### src/rtl/huffman_bit_packer.sv
// Packs right-aligned variable-length Huffman codes MSB-first into a byte stream.
// Codes are acknowledged with a one-cycle load pulse; flush pads the final byte.
module huffman_bit_packer #(
   parameter logic PAD_BIT = 1'b0,
   parameter int   COUNT_W = 16
) (
   input  logic               clk,
   input  logic               reset,
   input  logic [9:0]         code_in,
   input  logic [3:0]         code_len,
   input  logic               code_valid,
   output logic               load,
   output logic [7:0]         byte_out,
   output logic               byte_valid,
   input  logic               byte_ready,
   input  logic               flush,
   output logic               flush_done,
   output logic [4:0]         bit_cnt,
   output logic [COUNT_W-1:0] byte_count
);

   typedef enum logic [1:0] {IDLE, ACK, FLUSH} state_t;

   state_t      state;
   logic [16:0] acc;
   logic        flush_req;

   logic        handshake, is_free, emit, flush_pend, capture;
   logic [3:0]  len_c;
   logic [10:0] mask;
   logic [16:0] code_m, acc_s, acc_cap, pad_fill;
   logic [4:0]  cnt_s, cnt_cap, shamt;

   always_comb begin
      handshake  = byte_valid && byte_ready;
      is_free    = !byte_valid || handshake;
      emit       = is_free && (bit_cnt >= 5'd8);
      flush_pend = flush_req || flush;
      capture    = (state == IDLE) && code_valid && (bit_cnt <= 5'd7) && !flush_pend;
      len_c      = (code_len > 4'd10) ? 4'd10 : code_len;
      mask       = (11'd1 << len_c) - 11'd1;
      code_m     = {7'd0, code_in & mask[9:0]};
      // Emission shifts first so a same-cycle append lands after the departing byte.
      acc_s      = emit ? (acc << 8) : acc;
      cnt_s      = emit ? (bit_cnt - 5'd8) : bit_cnt;
      shamt      = 5'd17 - cnt_s - {1'b0, len_c};
      acc_cap    = acc_s | (code_m << shamt);
      cnt_cap    = cnt_s + {1'b0, len_c};
      pad_fill   = 17'h1FE00 & (17'h1FFFF >> bit_cnt);
   end

   always_ff @(posedge clk or posedge reset) begin
      if (reset) begin
         state      <= IDLE;
         acc        <= '0;
         bit_cnt    <= '0;
         flush_req  <= 1'b0;
         load       <= 1'b0;
         flush_done <= 1'b0;
         byte_out   <= '0;
         byte_valid <= 1'b0;
         byte_count <= '0;
      end else begin
         load       <= 1'b0;
         flush_done <= 1'b0;
         acc        <= acc_s;
         bit_cnt    <= cnt_s;
         if (flush) flush_req <= 1'b1;
         if (handshake) byte_count <= byte_count + COUNT_W'(1);
         if (emit) begin
            byte_out   <= acc[16:9];
            byte_valid <= 1'b1;
         end else if (handshake) begin
            byte_valid <= 1'b0;
         end

         case (state)
            IDLE: begin
               if (capture) begin
                  acc     <= acc_cap;
                  bit_cnt <= cnt_cap;
                  load    <= 1'b1;
                  state   <= ACK;
               end else if (flush_pend) begin
                  state <= FLUSH;
               end
            end
            // Producer keeps code_valid up for a while after load; wait it out.
            ACK: if (!code_valid) state <= IDLE;
            FLUSH: begin
               if (bit_cnt == 5'd0 && !byte_valid) begin
                  flush_done <= 1'b1;
                  flush_req  <= flush;
                  state      <= IDLE;
               end else if (bit_cnt != 5'd0 && bit_cnt < 5'd8) begin
                  acc     <= acc | (PAD_BIT ? pad_fill : 17'd0);
                  bit_cnt <= 5'd8;
               end
            end
            default: state <= IDLE;
         endcase
      end
   end

endmodule

### config.mk
export PLATFORM = sky130hd
export DESIGN_NAME = huffman_bit_packer
export DESIGN_NICKNAME = d
export VERILOG_FILES = /design/src/rtl/huffman_bit_packer.sv
export SDC_FILE = /design/constraint.sdc
export NUM_CORES = 1
export LEC_CHECK = 0
export ABC_AREA = 1
export CELL_PAD_IN_SITES_DETAIL_PLACEMENT = 0
export CELL_PAD_IN_SITES_GLOBAL_PLACEMENT = 1
export CORE_MARGIN = 4
export CORE_UTILIZATION = 44
export DETAILED_ROUTE_END_ITERATION = 12
export MAX_ROUTING_LAYER = met4
export PLACE_DENSITY_LB_ADDON = 0.1
export SYNTH_ARGS = -nofsm -noshare
export SYNTH_HDL_FRONTEND = slang
export SYNTH_SLANG_ARGS = --single-unit
### constraint.sdc
create_clock -name clk -period 7 [get_ports clk]
set_clock_uncertainty 0.1 [all_clocks]
set_input_delay 1.4 -clock clk [delete_from_list [all_inputs] [get_ports clk]]
set_output_delay 1.4 -clock clk [all_outputs]
set_load 0.01 [all_outputs]
# Yosys cells after proc, flatten, opt, wreduce, memory -nomap -nowiden
# Index checks and enable logic that the tools add are counted.
[classes]
n_reduce_logical = 16
shift = 2
order_cmp = 4
bitwise_logic = 2
n_eq_ne = 6
muxes = 25
add_sub_neg = 6
[ops]
columns = ["op", "n"]
rows = [
  ["2-to-1 mux 17 bit", 4],
  ["one-hot mux 17 bit (2 select lines)", 1],
  ["2-to-1 mux 5 bit", 4],
  ["OR 17 bit", 1],
  ["<< shifter 10 x 5 -> 17 bit", 1],
  ["adder 16 x 1 -> 16 bit (second input constant)", 1],
  ["bitwise AND 10 bit", 1],
  ["one-hot mux 5 bit (2 select lines)", 1],
  ["<< shifter 1 x 4 -> 10 bit (first input constant)", 1],
  ["subtractor 10 x 1 -> 10 bit (second input constant)", 1],
  ["2-to-1 mux 1 bit", 9],
  ["2-to-1 mux 2 bit", 4],
  ["logical AND 1 bit", 7],
  ["inequality test 3 bit (second input constant)", 2],
  ["one-hot mux 2 bit (3 select lines)", 1],
  ["adder 5 x 4 -> 5 bit", 1],
  [">= comparator 5 x 4 -> 1 bit (second input constant)", 1],
  ["<= comparator 5 x 3 -> 1 bit (second input constant)", 1],
  ["logical NOT 5 bit", 1],
  ["< comparator 5 x 4 -> 1 bit (second input constant)", 1],
  ["nonzero test 5 bit", 1],
  ["subtractor 5 x 4 -> 5 bit", 1],
  ["subtractor 5 x 4 -> 5 bit (second input constant)", 1],
  ["subtractor 5 bit (first input constant)", 1],
  ["10 further kinds", 13],
]
[totals]
output_inout_bits = 32
wordCells = 70
input_bits = 19
ff_bits = 52

# Longest topological paths before layout
[logic_depth]
word_depth = 10
depth_mapped = 19
depth_no_buf = 18

# Least setup slack after synthesis
# OpenSTA, ideal clock, no wires.
[synth_path]
path_kind = "in2reg"
startpoint = "in byte_ready"
endpoint = "reg acc[8]"
path_stages = 16
t_arrival_ps = 3660
setup_time_ps = 87
n_path_buf = 1
slack_ps = 3153
required_ps = 6813
cell_sequence = "inv_1 -> nand2_1 -> nand2_2 -> buf_2 -> xor2_1 -> ha_1 -> ha_1 -> a21oi_1 -> nand2_1 -> xor2_1 -> nand3b_1 -> nand2_2 -> nand2_4 -> inv_1 -> nand3_1 -> a22oi_1"
[synth_via]
elab_chain_len = 10
elab_cells_between_ends = 13
cone_classes = "add/sub (2); shift (1); mux (6); bitwise (1); reduce/logical (3)"
[synth_rtl]
columns = ["element", "line", "rtl"]
rows = [
  ["from (decl)", "15", "input logic byte_ready,"],
  ["logical AND 1 bit *", "35", "handshake = byte_valid && byte_ready;"],
  ["logical OR 1 bit *", "36", "is_free = !byte_valid || handshake;"],
  ["logical AND 1 bit *", "37", "emit = is_free && (bit_cnt >= 5'd8);"],
  ["2-to-1 mux 5 bit", "45", "cnt_s = emit ? (bit_cnt - 5'd8) : bit_cnt;"],
  ["subtractor 5 bit", "46", "shamt = 5'd17 - cnt_s - {1'b0, len_c};"],
  ["subtractor 5 x 4 -> 5 bit", "46", ""],
  ["<< shifter 10 x 5 -> 17 bit", "47", "acc_cap = acc_s | (code_m << shamt);"],
  ["OR 17 bit", "47", ""],
  ["2-to-1 mux 17 bit", "79", "if (capture) begin"],
  ["one-hot mux 17 bit (2 select lines) *", "77", "case (state)"],
  ["to (signal assigned)", "66", "acc <= acc_s;"],
  ["to (signal assigned)", "80", "acc <= acc_cap;"],
  ["to (signal assigned)", "96", "acc <= acc | (PAD_BIT ? pad_fill : 17'd0);"],
  ["to (decl)", "25", "logic [16:0] acc;"],
]
# Mark *: on every way between the ends. The rest lies on a longest branch, timed or not. The select of a mux whose other input is x is not followed.
# A chain may end at the register's enable or synchronous reset.

# Final worst setup path
[layout_path]
startpoint = "in code_len[3]"
endpoint = "reg acc[12]"
[layout_via]
elab_chain_len = 9
elab_cells_between_ends = 10
cone_classes = "add/sub (2); order compare (1); shift (2); mux (3); bitwise (2)"
[layout_rtl]
columns = ["element", "line", "rtl"]
rows = [
  ["from (decl)", "10", "input logic [3:0] code_len,"],
  ["greater-than comparator 4 bit", "40", "len_c = (code_len > 4'd10) ? 4'd10 : code_len;"],
  ["2-to-1 mux 4 bit *", "40", ""],
  ["<< shifter 1 x 4 -> 10 bit", "41", "mask = (11'd1 << len_c) - 11'd1;"],
  ["subtractor 10 x 1 -> 10 bit", "41", ""],
  ["bitwise AND 10 bit", "42", "code_m = {7'd0, code_in & mask[9:0]};"],
  ["<< shifter 10 x 5 -> 17 bit *", "47", ""],
  ["OR 17 bit *", "47", ""],
  ["2-to-1 mux 17 bit *", "79", ""],
  ["one-hot mux 17 bit (2 select lines) *", "77", ""],
]
# Mark *: on every way between the ends. The rest lies on a longest branch, timed or not.

==> results.py <==
metrics = {
    "timing": {
        "tns_ps": 0,
        "finalSetupViolCount": 0,
        "period_share": 0.658,
        "grt_setup_unrepaired": "no",
        "drv_slew": 0,
        "hold_viol": 0,
        "timing.final.ws_setup_ps": 2390,
        "min_period_ps": 4610,
        "max_freq_ghz": 0.217,
        "slew_headroom": 0.289,
        "worst_pin_slew_ps": 1060,
    },
    "global_route": {
        "grt_use_met1": 0.233,
        "grt_most_used_layer": "met2",
        "antenna_found_initial": 0,
        "grt-ovfl-total": 0,
        "grt.met3_usage": 0.0280,
        "grt_use_total": 0.178,
        "grt_pass1_wl_um": 13800,
        "grt_max_degree": 53,
        "met2_usage": 0.289,
        "grt_pass1_vias": 2980,
    },
    "worst_setup_path": {
        "crit_fanout": 14,
        "critical_path_arrival_ps": 4670,
        "endpoint_kind": "register",
        "cp-start-kind": "input pin",
        "path_class": "input pin to register",
        "cp_data_required_time_ps": 7060,
        "reg2reg_setup_slack_ps": 3320,
        "worstRegToRegCells": 16,
    },
    "drt": {
        "drt_wl_total_um": 7660,
        "drtAntennaViolNets": 0,
        "wl_per_cell_um": 12.8,
        "drt_first_pass_iters": 4,
        "avgViaCountPerCell": 5.01,
        "via_count": 2983,
        "drc": 0,
        "drt-initial-drc-count": 106,
    },
    "power_and_ir_drop": {
        "p_sw_uw": 662,
        "ir_drop_mv": 0.142,
        "p_clk_frac": 0.125,
        "internal_power_uw": 760,
        "p_sw_frac": 0.466,
        "p_seq_frac": 0.298,
        "power_frac_comb": 0.577,
        "power.density_mw_per_mm2": 342,
        "power.leakage_uw": 0.00205,
    },
    "hold_path": {
        "hp-class": "register to register",
        "worstHoldPathCells": 1,
    },
    "floorplanning": {
        "io_pins": 51,
        "dieHeight_um": 97.4,
        "core_sq_mm": 0.00773,
        "row_count": 32,
        "die_w_um": 97.4,
        "start_util": 0.455,
        "die_area_sq_mm": 0.00948,
    },
    "logic_synthesis": {
        "synth.avg_cell_area_sq_um": 7.82,
        "ys_types": 47,
        "async_reset_ff_frac": 1.00,
        "synth-edff-count": 0,
        "ys_seq_area_frac": 0.370,
        "synth_ff_type": "dfrtp_1",
        "yosys_warnings": 0,
        "synth_nets": 484,
        "netlist_instances": 449,
        "synth_seq_cells": 52,
        "synth_area_sq_mm": 0.00351,
    },
    "finish": {
        "drive_above_1_share": 0.109,
        "final_net_count": 528,
        "syn_to_final_growth_pct": 18.4,
        "fill_cells": 757,
        "multi_input_area_sq_mm": 0.00190,
        "num_antenna_cells": 0,
        "seq_area_sq_mm": 0.00130,
    },
    "clock_network": {
        "numClockSinks": 52,
        "clk-insertion-delay-late_ps": 300,
        "holdBufCountCts": 0,
        "cts_setup_buffers": 0,
        "cts_made_buffers": 5,
        "postCtsResizedCells": 0,
        "cts_tree": "yes",
        "clk_pin_slew_ps": 100,
        "cts_buffer_depth": 2,
        "clock-root-buffer": "clkbuf_8",
        "htree_levels": 2,
    },
    "flow_run": {
        "max_cap_viol_count": 0,
    },
    "place": {
        "dp_hpwl_um": 6010,
        "dpl_worst_slack_ps": 2040,
        "gp_congestion": 0.848,
        "numPortBuffers": 50,
    },
    "run_status": {
        "status": "finished, final reports clean",
    },
}
[metal layers]
metal	up-vias	wire [um]
li1	1547	-
met4	0	74
met2	60	3580
met3	4	320
met1	1372	3680
met5	-	0
[critical path, stage by stage]
cell,delay (ps)
clkdlybuf4s50_1,620
a21oi_2,350
inv_1,100
ha_1,310
inv_1,50
ha_1,200
fa_1,800
inv_1,330
nand3_1,220
o211ai_1,100
nand3_1,120
a22oi_2,60
[final timing paths]
path	startpoint	endpoint
worst max-delay path	code_len[3]	acc[12]
worst min-delay path	byte_count[15]	byte_count[15]
worst max register to register	bit_cnt[3]	acc[11]
worst min register to register	byte_count[15]	byte_count[15]
max in group asynchronous	reset	acc[0]
min in group asynchronous	reset	byte_count[7]
[stage by stage]
step / area, sq um / util / total power [uW] / hold WS, ps / std cells
finish: 4160 / 0.538 / 1420 / 371 / 596
global route: 4160 / 0.538 / 1570 / 409 / 596
detailed placement: 4060 / 0.526 / 1260 / 357 / 588
floorplan: 3510 / - / 1040 / 364 / 449
CTS: 4160 / 0.538 / 1440 / 376 / 596
global placement: 4060 / 0.526 / 1250 / 354 / 588
[state kept, by name (all words and copies together), names as in the netlist]
register / count
acc: 17
bit_cnt: 5
byte_count: 16
byte_out: 8
byte_valid: 1
flush_done: 1
flush_req: 1
load: 1
state: 2
[cells by family after synthesis]
family / after synthesis / share of synthesized area
compound gates: 68 / 0.120
xor+xnor: 19 / 0.0495
fa+ha+maj: 16 / 0.0613
simple gates: 219 / 0.310
flops: 52 / 0.370
buf+inv: 75 / 0.0887
[synth_stat cells (all sizes together) (4+ instances only)]
| cell | instances | area (sq um) |
|---|---|---|
| a211oi | 4 | 30.0 |
| a21oi | 18 | 101 |
| buf | 11 | 65.1 |
| dfrtp | 52 | 1300 |
| ha | 14 | 175 |
| inv | 60 | 225 |
| nand2 | 100 | 415 |
| nand3 | 53 | 305 |
| nand4 | 8 | 56.3 |
| nor2 | 49 | 249 |
| nor3 | 4 | 30.0 |
| o211ai | 6 | 45.0 |
| o21ai | 30 | 158 |
| xnor2 | 6 | 60.1 |
| xor2 | 13 | 114 |
[power by group through the flow]
stage / sequential (uW) / clock (uW) / combinational [uW]
finish: 424 / 178 / 821
global route: 433 / 198 / 936
CTS: 425 / 186 / 831
detailed placement: 431 / 0 / 826
global placement: 429 / 0 / 818
floorplan: 441 / 0 / 598
[final cells by class]
class,count,share of cell area
timing repair buffer,50,0.120
inverter,62,0.0562
tap,102,0.0307
multi-input combinational,322,0.457
clock inverter,3,0.00662
sequential,52,0.313
clock buffer,5,0.0165
[placed cells by master (no fill, tap or decap), drive strengths merged]
master / n
nand2: 100
xor2: 13
inv: 61
dfrtp: 52
a221oi: 1
nand3: 53
nand4: 8
nand3b: 1
clkinv: 3
o21ai: 30
nor3: 4
o22ai: 2
a41o: 1
a22oi: 3
or2: 2
a211oi: 4
o2bb2ai: 1
o211ai: 6
clkdlybuf4s50: 50
o21a: 2
fa: 2
xnor2: 6
nor2: 49
clkinvlp: 1
ha: 14
a21oi: 18
clkbuf: 5
nor3b: 1
and3: 1
Note: power is estimated with default switching activity, not from simulation.
